## config.mk

```make
export PLATFORM = sky130hd
export DESIGN_NAME = rom_bus_ctrl
export DESIGN_NICKNAME = d
export VERILOG_FILES = /design/src/rtl/z80_bus_pkg.sv /design/src/rtl/rom_bus_ctrl.sv
export SDC_FILE = /design/constraint.sdc
export NUM_CORES = 1
export LEC_CHECK = 0
export ABC_AREA = 1
export BUFFER_PORTS_ARGS = -buffer_cell sky130_fd_sc_hd__buf_2
export CAP_MARGIN = 15
export CORE_ASPECT_RATIO = 1.75
export CORE_UTILIZATION = 45
export CTS_CLUSTER_DIAMETER = 60
export DETAILED_ROUTE_END_ITERATION = 8
export MAX_ROUTING_LAYER = met4
export PLACE_DENSITY = 0.75
export RECOVER_POWER = 25
export SYNTH_ARGS = -nofsm -noshare
export SYNTH_HDL_FRONTEND = slang
export SYNTH_SLANG_ARGS = --single-unit
```

## constraint.sdc

```tcl
create_clock -name clk -period 1.46 [get_ports clk]
set_clock_uncertainty 0.1 [all_clocks]
set_input_delay 0.292 -clock clk [delete_from_list [all_inputs] [get_ports clk]]
set_output_delay 0.292 -clock clk [all_outputs]
set_load 0.02 [all_outputs]
```

## src/rtl/z80_bus_pkg.sv

```systemverilog
// Shared Z80 bus definitions: bus widths and the ROM front-end state type.
package z80_bus_pkg;

  localparam int unsigned Z80_ADDR_W = 16;
  localparam int unsigned Z80_DATA_W = 8;

  typedef enum logic [2:0] {
    IDLE,
    FETCH,
    CAPTURE,
    WAITS,
    HOLD,
    DONE
  } rom_bus_state_t;

endpackage

```

## src/rtl/rom_bus_ctrl.sv

```systemverilog
// Z80 memory-read front end for a synchronous ROM.
// Decodes CPU read cycles inside a 2**ROM_ADDR_W byte window at BASE_ADDR,
// fires a one-cycle ROM read, stretches the CPU cycle with WAIT_n to cover
// the ROM's one-cycle latency plus WAIT_STATES extra cycles, then presents
// the captured byte with an output enable until the strobes go away.
//
// Ports:
//   clk         system clock, rising edge
//   rst_n       asynchronous active-low reset
//   cpu_addr    CPU address bus
//   cpu_mreq_n  CPU memory request, active low
//   cpu_rd_n    CPU read strobe, active low
//   cpu_wait_n  to CPU WAIT_n, low stretches the cycle
//   cpu_dout    read data toward the CPU data bus
//   cpu_doe     high while cpu_dout should drive the bus
//   rom_ena     ROM read enable, one-cycle pulse
//   rom_addr    registered ROM address
//   rom_dout    ROM read data, valid the cycle after rom_ena
module rom_bus_ctrl
  import z80_bus_pkg::*;
#(
  parameter int unsigned         ROM_ADDR_W  = 14,
  parameter logic [Z80_ADDR_W-1:0] BASE_ADDR = 16'h0000,
  parameter int unsigned         WAIT_STATES = 0
) (
  input  logic                  clk,
  input  logic                  rst_n,
  input  logic [Z80_ADDR_W-1:0] cpu_addr,
  input  logic                  cpu_mreq_n,
  input  logic                  cpu_rd_n,
  output logic                  cpu_wait_n,
  output logic [Z80_DATA_W-1:0] cpu_dout,
  output logic                  cpu_doe,
  output logic                  rom_ena,
  output logic [ROM_ADDR_W-1:0] rom_addr,
  input  logic [Z80_DATA_W-1:0] rom_dout
);

  if (WAIT_STATES > 7 || ROM_ADDR_W >= 16 || ROM_ADDR_W == 0) begin : g_param_check
    $fatal(1, "rom_bus_ctrl: WAIT_STATES must be 0..7 and ROM_ADDR_W 1..15");
  end

  localparam logic [2:0] WAIT_INIT = 3'(WAIT_STATES);

  rom_bus_state_t state, state_next;
  logic [2:0]     wait_cnt;
  logic           active;
  logic           hit;

  assign active = !cpu_mreq_n && !cpu_rd_n;
  assign hit    = active &&
                  (cpu_addr[Z80_ADDR_W-1:ROM_ADDR_W] == BASE_ADDR[Z80_ADDR_W-1:ROM_ADDR_W]);

  // State register
  always_ff @(posedge clk or negedge rst_n) begin
    if (!rst_n) state <= IDLE;
    else        state <= state_next;
  end

  // Address capture, data capture and wait-state counter
  always_ff @(posedge clk or negedge rst_n) begin
    if (!rst_n) begin
      rom_addr <= '0;
      cpu_dout <= '0;
      wait_cnt <= '0;
    end else begin
      case (state)
        IDLE: if (hit) rom_addr <= cpu_addr[ROM_ADDR_W-1:0];
        // An aborted cycle leaves the previous byte on cpu_dout.
        CAPTURE: if (active) begin
          cpu_dout <= rom_dout;
          wait_cnt <= WAIT_INIT;
        end
        WAITS: if (active) wait_cnt <= wait_cnt - 3'd1;
        default: ;
      endcase
    end
  end

  // Next-state logic
  always_comb begin
    state_next = state;
    case (state)
      IDLE:    if (hit) state_next = FETCH;
      FETCH:   state_next = active ? CAPTURE : IDLE;
      CAPTURE: if (!active)            state_next = IDLE;
               else if (WAIT_STATES > 0) state_next = WAITS;
               else                    state_next = HOLD;
      WAITS:   if (!active)             state_next = IDLE;
               else if (wait_cnt == 3'd1) state_next = HOLD;
      HOLD:    if (!active) state_next = DONE;
      DONE:    state_next = IDLE;
      default: state_next = IDLE;
    endcase
  end

  // Outputs; wait is qualified with rst_n so a hit seen while reset is
  // asserted cannot hold the CPU.
  always_comb begin
    rom_ena    = 1'b0;
    cpu_doe    = 1'b0;
    cpu_wait_n = 1'b1;
    case (state)
      IDLE:                  if (hit && rst_n) cpu_wait_n = 1'b0;
      FETCH: begin
        rom_ena    = 1'b1;
        cpu_wait_n = 1'b0;
      end
      CAPTURE, WAITS:        cpu_wait_n = 1'b0;
      HOLD:                  cpu_doe = 1'b1;
      default: ;
    endcase
  end

endmodule

```

==> flow_summary.toml <==
[run_status]
violations = "negative hold slack, negative setup slack"
outcome = "finished with violations"

[timing]
finalSetupTns_ps = -419
postLayoutSetupSlackWorst_ps = -177
fin_crit_sh_pct = 112
fmaxAchievable_ghz = 0.611
rsz0062_at_grt = "yes"
worst_pin_slew_ps = 346
slew_headroom_pct = 76.9
slew_violations = 0
setup-violations-final = 3
final_hold_viol_count = 28
fin_crit_ps = 1640
holdWs_ps = -76.8

[final_layout]
drive_gt1_share_pct = 45.3
n_antenna_cell = 0
synthToLayoutAreaGrowth_pct = 34.9
nets = 232

[yosys]
synth_cell_types = 18
synth.largest_area_cell = "dfrtp_1"
synth_edf_count = 0
synth-simple-area-share_pct = 22.4
synth.top_cell.area_share_pct = 54.3
synth-xor-area-share_pct = 0.678
async_reset_ff_share_pct = 100
synth_most_common_cell = "nand2_1"
synthAdderAreaFrac_pct = 1.94
synth_mux_area_share_pct = 0
ys_seq_elements = 28
ys_top_cells_by_area = "dfrtp_1, nand2_1, o21ai_2"
yosysWarnings = 0
synth_top_family_by_area = "simple AND/OR/NAND/NOR gates"
avgSynthCellArea_sq_um = 9.36
synth_area_sq_um = 1290
syn_inst = 138
yosysSeqAreaShare_pct = 54.3
synth_flop_cell = "dfrtp_1"
synth_compound_area_share_pct = 11.8
syn-num-nets = 168
synthTopCellsByCount = "nand2_1, dfrtp_1, inv_1"

[cts]
h-tree-depth = 1
clk_latency_ps = 270
cts_tree = "done"
clock_sinks = 28
clk_pin_slew_ps = 100
clock_path_buffers = 2
clockRootBuffer = "clkbuf_8"
cts_buffers = 3

[floorplanning]
io_pins = 53
die_y_microns = 72.9
row_count = 25
start_util_pct = 47.4
die_x_microns = 42.5
core-area_sq_um = 2720
die-area_sq_um = 3100

[power_and_ir_drop]
p_leak_nw = 1.02
power_density_nw_per_um2 = 1930
peakVddDrop_mv = 1.12

[critical_path]
r2r-end = "rom_addr[13]"
cp-start-kind = "register"
critPathMaxFanout = 3
reg2reg_depth = 8
rrSetupSlack_ps = 110
critPathArrivalTime_ps = 1250
cp.required_ps = 1070
crit_type = "register to output port"
setup.worst_path.end_class = "output port"
r2r_start = "state[0]"

[routing]
vias = 1095
via_per_inst = 4.80
drt-pass1-iter-count = 4
drc = 0
top_layer_used = "met4"
wire_per_inst_microns = 10.9
drtIter0Drc = 14
drt-met1-wl_microns = 1010
postRouteAntennaNets = 0
met3_length_microns = 100
met2_length_microns = 1350
wirelength_microns = 2490

[job]
maxCapViolations = 0

[grt]
grt_usage_pct = 18.0
grt_start_max_net_pins = 29
overflow = 0
grt_pass1_vias = 1013
antenna_found_initial = 0
grt_pass1_wl_microns = 4220

[worst_hold_path]
hold_class = "primary input to asynchronous set/reset pin"

[placement]
io_buffers = 52
place.gp.congestion = 0.811
dp_hpwl_microns = 1920
## sequential cells by signal, summed over array words and instances, names as in the netlist
signal	count
wait_cnt	3
state	3
cpu_dout	8
rom_addr	14
## logic make-up (layout without fill, tap and decap cells)
logic type	count (synthesis)	count (layout)
compound gates	19	19
xor+xnor	1	1
fa+ha+maj	2	2
buf+inv	25	88
flops	28	28
simple gates	63	63
## layout by cell type (no fill, tap or decap)
cell type  count
inv_1         20
clkbuf_8       3
inv_2          1
nor2_2         1
dfrtp_2        1
nand3_1       11
buf_2         49
inv_4          1
nand2_2        2
o22ai_1        2
nand2_1       41
dfrtp_1       27
bufinv_16      1
nand2_4        1
buf_6          1
o21ai_0        2
o21ai_2       14
nand4_1        1
nand3_4        1
buf_4         11
buf_12         1
xnor2_1        1
o211ai_1       1
nor2_4         3
nor2_1         2
ha_1           2
## worst max path at each step
stage	to	cells after the start	slack, ps	from
after CTS	cpu_wait_n	6	-190	state[0]
final	cpu_wait_n	6	-180	state[0]
after detailed placement	cpu_wait_n	6	-30	cpu_addr[15]
after floorplan	cpu_wait_n	5	100	state[0]
after global routing	cpu_wait_n	6	-250	state[0]
after global placement	cpu_wait_n	6	5	cpu_addr[15]
## final cells by class
type / instances / area (sq um)
fillers: 233 / 980
flip-flops and latches: 28 / 702
multi-input cells: 85 / 490
repair buffers: 62 / 359
inverters: 22 / 85.1
clock buffers: 3 / 41.3
well taps: 27 / 33.8
clock inverters: 1 / 30.0
## power by group
group | internal, W | switching [W] | leakage (nW)
clock | 0.000367 | 0.000231 | 0.0357
sequential | 0.00109 | 0.000167 | 0.358
combinational | 0.000594 | 0.000918 | 0.623
## routing by layer
metal | vias up | track usage [%]
met5 | - | -
met4 | 0 | 7.29
met3 | 2 | 1.73
met2 | 36 | 33.0
met1 | 504 | 19.5
li1 | 553 | -
## through the flow
| stage | power (W) | instance area, sq um | setup WS [ps] | cells | utilization, % |
|---|---|---|---|---|---|
| after floorplan | 0.00221 | 1290 | 101 | 138 | - |
| after global placement | 0.00266 | 1630 | 4.72 | 222 | 59.8 |
| after detailed placement | 0.00272 | 1630 | -33.2 | 222 | 59.8 |
| after CTS | 0.00337 | 1720 | -193 | 227 | 63.3 |
| after global routing | 0.00361 | 1740 | -251 | 228 | 64.0 |
| final | 0.00336 | 1740 | -177 | 228 | 64.0 |
## critical path: stages, from the launching register on
cell      delay (ps)
dfrtp_1          430
inv_4             80
nand2_4           60
nor2_4            90
nand2_2           70
o211ai_1          90
buf_4            170
## timing repair
item | CTS | global route
pin swaps | 0 | 0
buffers inserted | 1 | 1
gates resized for setup | 7 | 4
endpoints found under the setup margin | 3 | 3
endpoints found under the hold margin | 28 | 28
Power figures use the tool's default switching activity.
